==> src/rtl/keypad_emulator.sv <==
// rtl/keypad_emulator.sv - 4x6 switch-matrix keypad model with bounce, hold and release timing
// Drives active-low kpcol from the scanner's active-low kprow for one latched key at a time.
module keypad_emulator #(
  parameter int HOLD_CYCLES   = 50000,
  parameter int BOUNCE_PULSES = 3,
  parameter int BOUNCE_PERIOD = 500,
  parameter int GAP_CYCLES    = 50000
) (
  input  logic       clk5,
  input  logic       reset,
  input  logic [3:0] kprow,
  output logic [5:0] kpcol,
  input  logic       cmd_valid,
  output logic       cmd_ready,
  input  logic [4:0] cmd_key,
  output logic       busy,
  output logic       key_down,
  output logic       done,
  output logic       err
);

  typedef enum logic [2:0] {
    IDLE,
    BOUNCE_ON,
    HOLD,
    BOUNCE_OFF,
    GAP
  } state_e;

  localparam int BOUNCE_LEN = 2 * BOUNCE_PULSES * BOUNCE_PERIOD;
  localparam int MAX_HG     = (HOLD_CYCLES > GAP_CYCLES) ? HOLD_CYCLES : GAP_CYCLES;
  localparam int MAX_LEN    = (MAX_HG > BOUNCE_LEN) ? MAX_HG : BOUNCE_LEN;
  localparam int CW         = $clog2(MAX_LEN + 1);
  localparam int PW         = (BOUNCE_PERIOD > 1) ? $clog2(BOUNCE_PERIOD) : 1;

  localparam logic [CW-1:0] HOLD_LAST   = CW'(HOLD_CYCLES - 1);
  localparam logic [CW-1:0] GAP_LAST    = CW'(GAP_CYCLES - 1);
  localparam logic [CW-1:0] BOUNCE_LAST = CW'((BOUNCE_LEN > 0) ? BOUNCE_LEN - 1 : 0);
  localparam logic [PW-1:0] HALF_LAST   = PW'(BOUNCE_PERIOD - 1);

  state_e          state_q, state_d;
  logic [CW-1:0]   cnt_q, cnt_d;
  logic [PW-1:0]   half_q, half_d;
  logic            key_down_q, key_down_d;
  logic [1:0]      row_q, row_d;
  logic [2:0]      col_q, col_d;
  logic            done_q, done_d;
  logic            err_q, err_d;

  logic [1:0]      key_row;
  logic [2:0]      key_col;
  logic            key_legal;

  // Keycode split into row = key/6, col = key%6 without a divider.
  always_comb begin
    key_row   = 2'd0;
    key_col   = 3'd0;
    key_legal = (cmd_key <= 5'd23);
    if (cmd_key < 5'd6) begin
      key_row = 2'd0;
      key_col = cmd_key[2:0];
    end else if (cmd_key < 5'd12) begin
      key_row = 2'd1;
      key_col = 3'(cmd_key - 5'd6);
    end else if (cmd_key < 5'd18) begin
      key_row = 2'd2;
      key_col = 3'(cmd_key - 5'd12);
    end else if (cmd_key < 5'd24) begin
      key_row = 2'd3;
      key_col = 3'(cmd_key - 5'd18);
    end
  end

  always_comb begin
    state_d    = state_q;
    cnt_d      = cnt_q + 1'b1;
    half_d     = half_q;
    key_down_d = key_down_q;
    row_d      = row_q;
    col_d      = col_q;
    done_d     = 1'b0;
    err_d      = 1'b0;

    case (state_q)
      IDLE: begin
        key_down_d = 1'b0;
        cnt_d      = '0;
        half_d     = '0;
        if (cmd_valid) begin
          if (key_legal) begin
            row_d      = key_row;
            col_d      = key_col;
            key_down_d = 1'b1;
            state_d    = (BOUNCE_PULSES == 0) ? HOLD : BOUNCE_ON;
          end else begin
            err_d = 1'b1;
          end
        end
      end

      BOUNCE_ON, BOUNCE_OFF: begin
        if (cnt_q == BOUNCE_LAST) begin
          cnt_d  = '0;
          half_d = '0;
          if (state_q == BOUNCE_ON) begin
            state_d    = HOLD;
            key_down_d = 1'b1;
          end else begin
            state_d    = GAP;
            key_down_d = 1'b0;
          end
        end else if (half_q == HALF_LAST) begin
          half_d     = '0;
          key_down_d = !key_down_q;
        end else begin
          half_d = half_q + 1'b1;
        end
      end

      HOLD: begin
        key_down_d = 1'b1;
        if (cnt_q == HOLD_LAST) begin
          cnt_d      = '0;
          half_d     = '0;
          key_down_d = 1'b0;
          state_d    = (BOUNCE_PULSES == 0) ? GAP : BOUNCE_OFF;
        end
      end

      GAP: begin
        key_down_d = 1'b0;
        if (cnt_q == GAP_LAST) begin
          cnt_d   = '0;
          state_d = IDLE;
          done_d  = 1'b1;
        end
      end

      default: begin
        state_d    = IDLE;
        key_down_d = 1'b0;
        cnt_d      = '0;
        half_d     = '0;
      end
    endcase
  end

  always_ff @(posedge clk5) begin
    if (reset) begin
      state_q    <= IDLE;
      cnt_q      <= '0;
      half_q     <= '0;
      key_down_q <= 1'b0;
      row_q      <= 2'd0;
      col_q      <= 3'd0;
      done_q     <= 1'b0;
      err_q      <= 1'b0;
    end else begin
      state_q    <= state_d;
      cnt_q      <= cnt_d;
      half_q     <= half_d;
      key_down_q <= key_down_d;
      row_q      <= row_d;
      col_q      <= col_d;
      done_q     <= done_d;
      err_q      <= err_d;
    end
  end

  // Physical switch: zero-cycle path from the latched row line to the latched column.
  always_comb begin
    kpcol = 6'h3F;
    if (key_down_q && !kprow[row_q]) begin
      kpcol[col_q] = 1'b0;
    end
  end

  assign cmd_ready = (state_q == IDLE);
  assign busy      = !cmd_ready;
  assign key_down  = key_down_q;
  assign done      = done_q;
  assign err       = err_q;

endmodule

==> config.mk <==
export PLATFORM = sky130hd
export DESIGN_NAME = keypad_emulator
export DESIGN_NICKNAME = d
export VERILOG_FILES = /design/src/rtl/keypad_emulator.sv
export SDC_FILE = /design/constraint.sdc
export NUM_CORES = 1
export LEC_CHECK = 0
export CORE_ASPECT_RATIO = 0.75
export CORE_UTILIZATION = 58
export CTS_BUF_LIST = sky130_fd_sc_hd__clkbuf_8
export CTS_CLUSTER_DIAMETER = 30
export DETAILED_ROUTE_END_ITERATION = 10
export PLACE_DENSITY = 0.88
export SLEW_MARGIN = 20
export SYNTH_ARGS = -nofsm -noshare
export SYNTH_HDL_FRONTEND = slang
export SYNTH_SLANG_ARGS = --single-unit
==> constraint.sdc <==
create_clock -name clk5 -period 2.4 [get_ports clk5]
set_clock_uncertainty 0.05 [all_clocks]
set_input_delay 0.48 -clock clk5 [delete_from_list [all_inputs] [get_ports clk5]]
set_output_delay 0.48 -clock clk5 [all_outputs]
set_load 0.1 [all_outputs]
Word level (Yosys, flattened, before mapping)
Index checks and enable logic that the tools add are counted.
{ "classes": {"addsub": 5, "n_lt_le_gt_ge": 8, "eq_ne": 13, "mux": 36, "bitwise": 4, "reduce_logical": 13} }
{ "ops": {"columns": ["operator", "n"], "rows": [
  ["two-way mux 16 bit", 2],
  ["one-hot mux 16 bit (2 select lines)", 1],
  ["two-way mux 3 bit", 10],
  ["two-way mux 9 bit", 3],
  ["one-hot mux 9 bit (3 select lines)", 1],
  ["adder 16 x 1 -> 16 bit (second input constant)", 1],
  ["equality test 16 x 12 -> 1 bit (second input constant)", 1],
  ["equality test 16 bit (second input constant)", 1],
  ["one-hot mux 3 bit (4 select lines)", 1],
  ["less-than comparator 5 bit (second input constant)", 2],
  ["two-way mux 1 bit", 10],
  ["adder 9 x 1 -> 9 bit (second input constant)", 1],
  ["equality test 9 bit (second input constant)", 1],
  ["two-way mux 2 bit", 4],
  ["!= test 2 bit (second input constant)", 4],
  ["equality test 3 x 2 -> 1 bit (second input constant)", 2],
  ["two-way mux 6 bit", 1],
  ["NOT 6 bit", 1],
  ["OR reduction 2 bit", 3],
  ["subtractor 3 bit (second input constant)", 2],
  ["less-or-equal comparator 5 bit (second input constant)", 1],
  ["less-than comparator 5 x 3 -> 1 bit (second input constant)", 1],
  ["less-than comparator 5 x 4 -> 1 bit (second input constant)", 1],
  ["AND reduction 5 bit", 1],
  ["18 further kinds", 23]
]} }
{ "totals": {"reg_bits": 36, "inputBits": 12, "output_inout_bits": 11, "wordCells": 87} }

Logic depth before layout (Yosys ltp)
Gate-level depths: netlist (run 1).
{ "depth": {"depth_word": 6, "ltp_mapped": 7, "ltp_nobuf": 7} }

Least setup slack after synthesis (run 1)
Ideal clock, no wire load.
{ "synth_path": {"kind": "flip-flop to output port", "startpoint": "register state_q[1]", "endpoint": "output busy", "t_arrival_ps": 3893, "required_ps": 1870, "setup_slack_ps": -2023, "path_stages_with_launch": 4, "path_buffers": 1, "cell_sequence": "dfxtp_1 > clkbuf_1 > nor3_1 > inv_1"} }
{ "synth_via": {"elab_chain_len": 2} }
{ "synth_rtl": {"columns": ["element", "line_no", "rtl"], "rows": [
  ["start, declared", "41", "state_e state_q, state_d;"],
  ["start signal, assigned", "159", "state_q <= state_d;"],
  ["logical NOT 3 bit", "178", "assign cmd_ready = (state_q == IDLE);"],
  ["via cmd_ready", "14", "output logic cmd_ready,"],
  ["logical NOT 1 bit", "179", "assign busy = !cmd_ready;"],
  ["end, declared", "16", "output logic busy,"]
]} }
The timed path passes the listed nets, and every way through them passes these cells.

Worst setup path in the final report (run 1)
{ "layout_path": {"startpoint": "input kprow[3]", "endpoint": "output kpcol[5]"} }
{ "layout_via": {"elab_chain_len": 5} }
{ "layout_rtl": {"columns": ["element", "line_no", "rtl"], "rows": [
  ["start, declared", "11", "input logic [3:0] kprow,"],
  ["binary-select mux 1 bit (select 2 bit)", "173", "if (key_down_q && !kprow[row_q]) begin"],
  ["two-way mux 1 bit (implied by the code)", "173", null],
  ["logical NOT 1 bit", "173", null],
  ["logical AND 1 bit", "173", null],
  ["two-way mux 6 bit", "173", null],
  ["end, declared", "12", "output logic [5:0] kpcol,"]
]} }
Every way passes these cells. The select of a mux whose other input is x is not followed.

==> results.txt, run 1 <==
The die is 69.1 um wide. Pin placement for this block handled 23 I/O pins. During synthesis, Yosys emitted a total of 0 warnings.

For this run, design rule violations remaining after detail routing come to 0. For this block, the initial DRC count from the detailed router was 112. The finished layout holds 305 standard cells, fillers aside. In the final design database the tool counted 283 nets. The placed instance count was 298. Clock-pin slew of the registers on the worst-case setup and hold paths: 0.06 ns.

Via count of the first global-routing pass: 1,638. The number of pins exceeding their max-slew limit in the final report was 0; the cell area reported after detailed placement was 0.00229 mm2. The initial utilization of the core area, before any placement, comes to 63.5%.

The area growth from synthesis to layout is 21.6%. TritonCTS built the clock tree. At the later pin of the worst-skew pair, clock insertion delay measures 0.28 ns. The run gives 0 as the total of hold buffers inserted after clock tree synthesis. In the post-synthesis netlist, the biggest area contributors are sky130_fd_sc_hd__dfxtp_1 37%, sky130_fd_sc_hd__nor2_1 7.3%, sky130_fd_sc_hd__nand2_1 5.6%.

The worst-path maximum fanout is 3. The largest area contributor in the netlist was sky130_fd_sc_hd__dfxtp_1. Net switching is 28.5% of the power.

The number of buffer cells added on primary ports was 22; the number of antenna violations at the first check in global routing was 0. The worst setup path is of the in2out kind. The critical path startpoint category was an input port.

For this run, the detailed router's first-pass iteration total came to 5. The clock passes through at most 2 buffers. The register bit total from synthesis came out at 36.

In this run the standard cell core region covers 0.00308 mm2. The final count of hold timing violations was 0. The setup slack after layout is 0.0585 ns, and the post-route minimum period is 2.34 ns.

The tools report the total negative slack as 0 ns. For the area of the die, the log shows 0.00362 mm2. The tree is rooted in a sky130_fd_sc_hd__clkbuf_8. The part of the cycle the worst path needs is 97.6%. The average routed wire per standard cell was 14.1 um; the count of endpoints failing setup in the final report was 0. The count of nets left with antenna violations once routing finished came out at 0. Entering global routing, the biggest net connects 17 pins. In the layout the commonest cells are 38 x sky130_fd_sc_hd__nor2_1, 35 x sky130_fd_sc_hd__dfxtp_1, 26 x sky130_fd_sc_hd__nand2_1, 12 x sky130_fd_sc_hd__inv_1, 12 x sky130_fd_sc_hd__nand3_1.

For the internal power summed over all cells, the log shows 0.000876 W. The arrival time of the worst setup path is 1.81 ns, and the part of the total power dissipated in sequential elements is 51.2%. The synthesized design contains 0 enable-type register cells. After synthesis, flip-flops and latches occupy 36.8% of the total area. The fraction of post-synthesis cell area in the top cell type by area came out at 36.8%.

The reported max-cap violation count is 0. VDD sags by at most 0.000397 V. The area of all placed cells without fillers was 0.00238 mm2. Top flip-flop cell by instance count after synthesis: sky130_fd_sc_hd__dfxtp_1.

The minimum setup slack after placement is -0.195 ns, and the TritonCTS sink count is 36. Global route total overflow: 0. STA classifies the critical path endpoint as an output port. After floorplanning, the core was divided into 17 placement rows. The overall die height is 52.3 um. Dividing the detail-routed via count by the number of cells gives 5.72. The first global-routing pass estimated 7400 um of wire. The number of fillers in the final layout came out at 197. The net count of the mapped netlist was 257; the total wire length after detailed routing was 4300 um. After legalization and detailed placement, the total HPWL measured 3040 um. Dividing total power by cell area gives a power density of 514 mW/mm2. The required time of the critical path is 1.87 ns, and the remaining max-slew budget at the tightest pin is 59.0%.

The number of buffers created by CTS is 5. The H-tree was split into 2 levels. For the global-route usage over all layers, the log shows 25.8%. The number of different library cells used by synthesis comes to 47.

Share of power burned in the clock network: 32.0%. In this run the static leakage power is 0.874 nW. The path class of the tightest hold or removal check is reg2reg.

The actual transition at the worst max-transition pin was 0.613 ns; the share of total power in combinational logic was 16.8%. The tools report the top achievable clock speed as 0.427 GHz. The number of inserted diodes is 0, and the area of the mapped netlist is 0.00196 mm2. The post-route netlist has 15.0% of its cells at a drive strength greater than 1. The tools report the post-synthesis instance total as 241. Counting flops with an async set or reset pin after synthesis yields a share of 0%. The placer congestion estimate is 0.824, and the average footprint of a synthesized cell is 8.13 um2. Cells fill 77.3% of the core in the end. The detailed router placed 1,746 vias in this run. Leaving out fill and tap cells, the most frequent cell in the layout is sky130_fd_sc_hd__nor2_1. The analysis attributes to net switching a power of 0.000349 W.

Setup repair after global routing left no endpoint under its margin. The post-CTS setup repair buffer count came out at 0. The flow ran to the end, and the final reports show no timing, DRC or antenna violations.
sequential cells by signal (all words and copies together), names as in the netlist:
name	count
key_down	1
err	1
cnt_q	16
half_q	9
col_q	3
row_q	2
state_q	3
done	1
cells by family (layout without fill, tap and decap cells):
| kind of cell | count (synthesis) | after routing | synth area share (%) |
|---|---|---|---|
| AO/OA/AOI/OAI | 32 | 32 | 10.8 |
| XOR/XNOR | 17 | 17 | 7.60 |
| multiplexers | 4 | 4 | 2.75 |
| buffers and inverters | 18 | 44 | 3.64 |
| AND/OR/NAND/NOR | 130 | 130 | 35.9 |
| flip-flops | 36 | 36 | 36.8 |
| adder cells (fa/ha/maj) | 4 | 4 | 2.55 |
stage by stage:
step           power, W  hold slack [ns]
3_3_place_gp   0.000836            0.391
5_1_grt         0.00128            0.445
6_report        0.00122            0.414
2_1_floorplan  0.000778            0.376
3_5_place_dp   0.000840            0.401
4_1_cts         0.00123            0.418
synth_stat cells, types with 4 or more instances:
library cell               number
sky130_fd_sc_hd__ha_1           4
sky130_fd_sc_hd__a21oi_1        5
sky130_fd_sc_hd__dfxtp_1       36
sky130_fd_sc_hd__nand3_1       12
sky130_fd_sc_hd__nand2b_1       8
sky130_fd_sc_hd__a211oi_1       4
sky130_fd_sc_hd__nand2_1       29
sky130_fd_sc_hd__and2_1         5
sky130_fd_sc_hd__xnor2_1       10
sky130_fd_sc_hd__nor2_1        38
sky130_fd_sc_hd__nor3_1        12
sky130_fd_sc_hd__inv_1         11
sky130_fd_sc_hd__clkbuf_1       5
sky130_fd_sc_hd__xor2_1         7
sky130_fd_sc_hd__o21ai_0        8
worst max-delay path: stages:
cell	delay, ns
sky130_fd_sc_hd__dlygate4sd2_1	0.23
sky130_fd_sc_hd__mux4_2	0.51
sky130_fd_sc_hd__nor3b_4	0.29
sky130_fd_sc_hd__nand2_2	0.12
sky130_fd_sc_hd__buf_12	0.18
layer usage:
layer,share of wire [%],GRT usage [%]
met5,0,0
met4,1.2,10.9
met3,6.6,6.35
met2,46,42.2
met1,46,33.0
what timing repair did:
item,in CTS,in global routing
endpoints found under the setup margin,6,2
gates resized for setup,10,0
pin swaps,3,1
worst paths after layout:
path	from	endpoint	slack [ns]	cells after the start
max	kprow[3]	kpcol[5]	0.06	5
min	cnt_q[0]$_SDFF_PP0_	cnt_q[0]$_SDFF_PP0_	0.41	1
max reg2reg	cnt_q[0]$_SDFF_PP0_	key_down$_SDFFE_PP0P_	0.30	6
min reg2reg	cnt_q[0]$_SDFF_PP0_	cnt_q[0]$_SDFF_PP0_	0.41	1
power by group through the flow:
stage / sequential, W / combinational (W) / clock [W]
2_1_floorplan: 0.000651 / 0.000127 / 0
3_3_place_gp: 0.000639 / 0.000196 / 0
3_5_place_dp: 0.000640 / 0.000200 / 0
4_1_cts: 0.000627 / 0.000205 / 0.000400
5_1_grt: 0.000629 / 0.000221 / 0.000425
6_report: 0.000627 / 0.000206 / 0.000392
final cells by class:
type | instances | area (um2) | area share [%]
clock inverters | 2 | 8.76 | 0.367
flip-flops and latches | 36 | 722 | 30.3
well taps | 38 | 47.5 | 1.99
clock buffers | 5 | 68.8 | 2.89
multi-input cells | 187 | 1200 | 50.4
repair buffers | 26 | 293 | 12.3
inverters | 11 | 41.3 | 1.73
Power figures use the tool's default switching activity.
==> run 2, diff against run 1 <==
--- a/config.mk
+++ b/config.mk
@@ -9,7 +9,9 @@
 export CORE_UTILIZATION = 58
 export CTS_BUF_LIST = sky130_fd_sc_hd__clkbuf_8
 export CTS_CLUSTER_DIAMETER = 30
+export CTS_CLUSTER_SIZE = 8
 export DETAILED_ROUTE_END_ITERATION = 10
+export GPL_TIMING_DRIVEN = 0
 export PLACE_DENSITY = 0.88
 export SLEW_MARGIN = 20
 export SYNTH_ARGS = -nofsm -noshare
==> run 2 against run 1 <==
Net effect: via count up 1.0%; maximum frequency grew 1.7%; routed wire length is 6.0% lower; worst setup slack better by 0.040 ns; clock power increased by 36%; sequential share of layout area grew 0.57 points; register-to-register slack about the same; largest cell class unchanged; count of clock-buffer cells in the layout stayed put; global-route usage decreased by 0.86 points; die area unchanged; utilization fell by 1.4 points; cell area down 1.8%.
==> results.txt, run 2 (synthesis results as in run 1) <==
The final count of hold timing violations is 0, and the length of the first detailed-routing pass in iterations is 6. The flip-flop count of the largest register after layout was 16; the average routed wire per standard cell was 13.2 um. The antenna violation net count after detailed routing was 0; the number of buffers created by CTS was 5. After clock tree synthesis, the clock-pin slew on the worst setup and hold paths is 0.08 ns. After filler insertion, the fill cell instance count of the layout stands at 206.

For the worst-skew pair, the clock arrives at the later sink with an insertion delay of 0.29 ns. In this run the vertical extent of the chip is 52.3 um. The kind of cell adding the most delay to the critical path is multiplexers.

Walking the worst path, the cells encountered are dlygate4sd2_1 > mux4_2 > nor3_2 > nand2_1 > buf_4. The number of antenna violations at the first check in global routing was 0; the total number of H-tree levels was 2. The number of antenna diodes in the final layout is 0. For this configuration, the core starts out at a cell density of 63.5%. The number of buffer cells added on primary ports is 19.

The cell sitting at the root of the clock tree is a sky130_fd_sc_hd__clkbuf_8. In this run the static leakage power is 0.827 nW. TritonCTS built the clock tree. Capturing element type of the critical path: an output port. Data arrives at the worst endpoint at 1.77 ns. The number of buffers and inverters on the critical path is 2. Ranked by flip-flop count, first place goes to cnt_q.

In the layout the commonest cells are 38 x sky130_fd_sc_hd__nor2_1, 35 x sky130_fd_sc_hd__dfxtp_1, 29 x sky130_fd_sc_hd__nand2_1, 12 x sky130_fd_sc_hd__nand3_1, 11 x sky130_fd_sc_hd__inv_1. Setup violations remaining at the end of the flow were counted as 0. The min-delay analysis places its worst path in the category reg2reg. Combinational logic is responsible for 14.5% of the overall power. The global-route usage over all layers was 25.0%; the final standard cell count with taps included and fillers excluded was 306.

The part of the total power dissipated in sequential elements was 46.1%. Setup repair after global routing left no endpoint under its margin. The post-detailed-route via-to-cell ratio came out at 5.76.

Entering global routing, the biggest net connects 13 pins. The internal portion of the total power is 0.000981 W. I/O pin total: 23. The tools report the TritonCTS sink count as 36. For the final routed database, the setup TNS stands at 0 ns. The largest registers in the layout are cnt_q: 16 flops, half_q: 9 flops.

The logs give 283 for the net count of the finished layout and 1.87 ns for the required time of the critical path. The number of pins exceeding their max-slew limit in the final report was 0; the switching part of the total power was 27.5%. Buffers inserted to repair hold after CTS numbered 0. The final cell utilization of the core was 75.9%.

Top achievable clock speed: 0.434 GHz. The total via count after detailed routing is 1,764. The type of the worst setup path was in2out. On the worst path, the slowest cell contributes a delay of 0.51 ns. For this run, design rule violations remaining after detail routing come to 0.

Via count of the first global-routing pass: 1,564. Counting along the longest clock path gives a buffer depth of 2. The post-route minimum period came out at 2.30 ns.

In this run the worst path has a maximum fanout of 3. Max-cap violations in this run came to 0. The die is 69.1 um wide. In this run the cell area measured after placement is 0.00221 mm2.

The worst pin sits at a relative slew slack of 34.6%. The tools report the switching power summed over all nets as 0.000371 W. For this block, the initial DRC count from the detailed router was 124. The floorplan has 17 rows. The critical path startpoint category was an input port. The placed instance count was 298. Once the clock tree was built, the setup fixing pass inserted 0 buffers.

The largest individual stage delay along the critical path comes from the cell sky130_fd_sc_hd__mux4_2. The flow ran to the end, and the final reports show no timing, DRC or antenna violations. The first-pass GRT wire length came out at 7120 um. The placer congestion estimate was 0.792. For the pin with the worst max-slew slack, the measured transition is 0.977 ns. Summed over all layers, the routed wires come to 4050 um. Summed over all layers, the global routing overflow is 0. The clock network burns 39.4% of the power.

The leading cell type in the layout, fill and taps excluded is sky130_fd_sc_hd__nor2_1. The area of all placed cells without fillers is 0.00234 mm2, and the cell area power density is 578 mW/mm2. Of the available clock period, the critical path in the final layout requires 95.9%.

Cells with a size suffix above 1 make up 12.3% of the layout. After floorplanning, the core was sized to cover 0.00308 mm2. The total half-perimeter wirelength after legalization and detailed placement was 2890 um.

IR analysis of the VDD net gives a maximum drop of 0.000534 V. For the area of the die, the log shows 0.00362 mm2. The area added between synthesis and finish was 19.4%; the total design power was 0.00135 W.
run 2: cell count changes in the layout (fill, tap and decap cells not counted), moves of 2 or more:
cell / delta
sky130_fd_sc_hd__nand2_1: +3
sky130_fd_sc_hd__nand2_2: -3
sky130_fd_sc_hd__buf_6: +2
sky130_fd_sc_hd__buf_4: -5
sky130_fd_sc_hd__clkdlybuf4s15_2: +2
sky130_fd_sc_hd__clkbuf_1: +5
sky130_fd_sc_hd__buf_12: -5
run 2: final timing paths:
| check | end | slack, ns | cells after the start | start |
|---|---|---|---|---|
| setup / recovery | kpcol[2] | 0.1 | 5 | kprow[2] |
| hold / removal | cnt_q[0]$_SDFF_PP0_ | 0.42 | 1 | cnt_q[0]$_SDFF_PP0_ |
| setup reg to reg | cnt_q[15]$_SDFF_PP0_ | 0.29 | 7 | cnt_q[0]$_SDFF_PP0_ |
| hold reg to reg | cnt_q[0]$_SDFF_PP0_ | 0.42 | 1 | cnt_q[0]$_SDFF_PP0_ |
run 2: routing by layer:
metal	wire length [um]	track usage, %	part of all wire [%]	vias to the layer above
met1	2050	34.0	51	828
li1	-	-	-	886
met4	37	7.14	0.91	0
met5	0	0	0	-
met2	1770	40.0	44	45
met3	193	5.77	4.8	5
run 2: power groups by stage:
| stage | Clock [W] | Sequential (W) | Combinational [W] |
|---|---|---|---|
| floorplan | 0 | 0.000651 | 0.000127 |
| global placement | 0 | 0.000636 | 0.000190 |
| detailed placement | 0 | 0.000637 | 0.000192 |
| CTS | 0.000540 | 0.000623 | 0.000193 |
| global route | 0.000558 | 0.000625 | 0.000213 |
| finish | 0.000532 | 0.000624 | 0.000196 |
run 2: layout make-up:
class	instances	area, um2	share of cell area (%)
buffer	7	30.0	1.28
clock buffer	5	68.8	2.94
clock inverter	3	42.5	1.82
inverter	11	41.3	1.76
multi-input combinational	187	1190	51.1
sequential	36	722	30.9
tap	38	47.5	2.03
timing repair buffer	19	193	8.24
run 2: stage by stage:
| step | worst slack, ns | hold WS [ns] |
|---|---|---|
| CTS | 0.101 | 0.423 |
| detailed placement | -0.891 | 0.404 |
| floorplan | -0.143 | 0.376 |
| global route | 0.00392 | 0.432 |
| finish | 0.0980 | 0.417 |
| global placement | -0.871 | 0.394 |
run 2: what timing repair did:
item | in CTS | in global routing
gates cloned | 0 | 0
pin swaps | 2 | 0
resized for setup | 53 | 1
endpoints found under the hold margin | 0 | 0
setup endpoints to repair | 8 | 1
==> run 3, diff against run 2 <==
--- a/config.mk
+++ b/config.mk
@@ -5,6 +5,7 @@
 export SDC_FILE = /design/constraint.sdc
 export NUM_CORES = 1
 export LEC_CHECK = 0
+export ABC_CLOCK_PERIOD_IN_PS = 2400
 export CORE_ASPECT_RATIO = 0.75
 export CORE_UTILIZATION = 58
 export CTS_BUF_LIST = sky130_fd_sc_hd__clkbuf_8
==> results of run 3 <==
Final layout, timing and power as in run 2 (identical DEF).
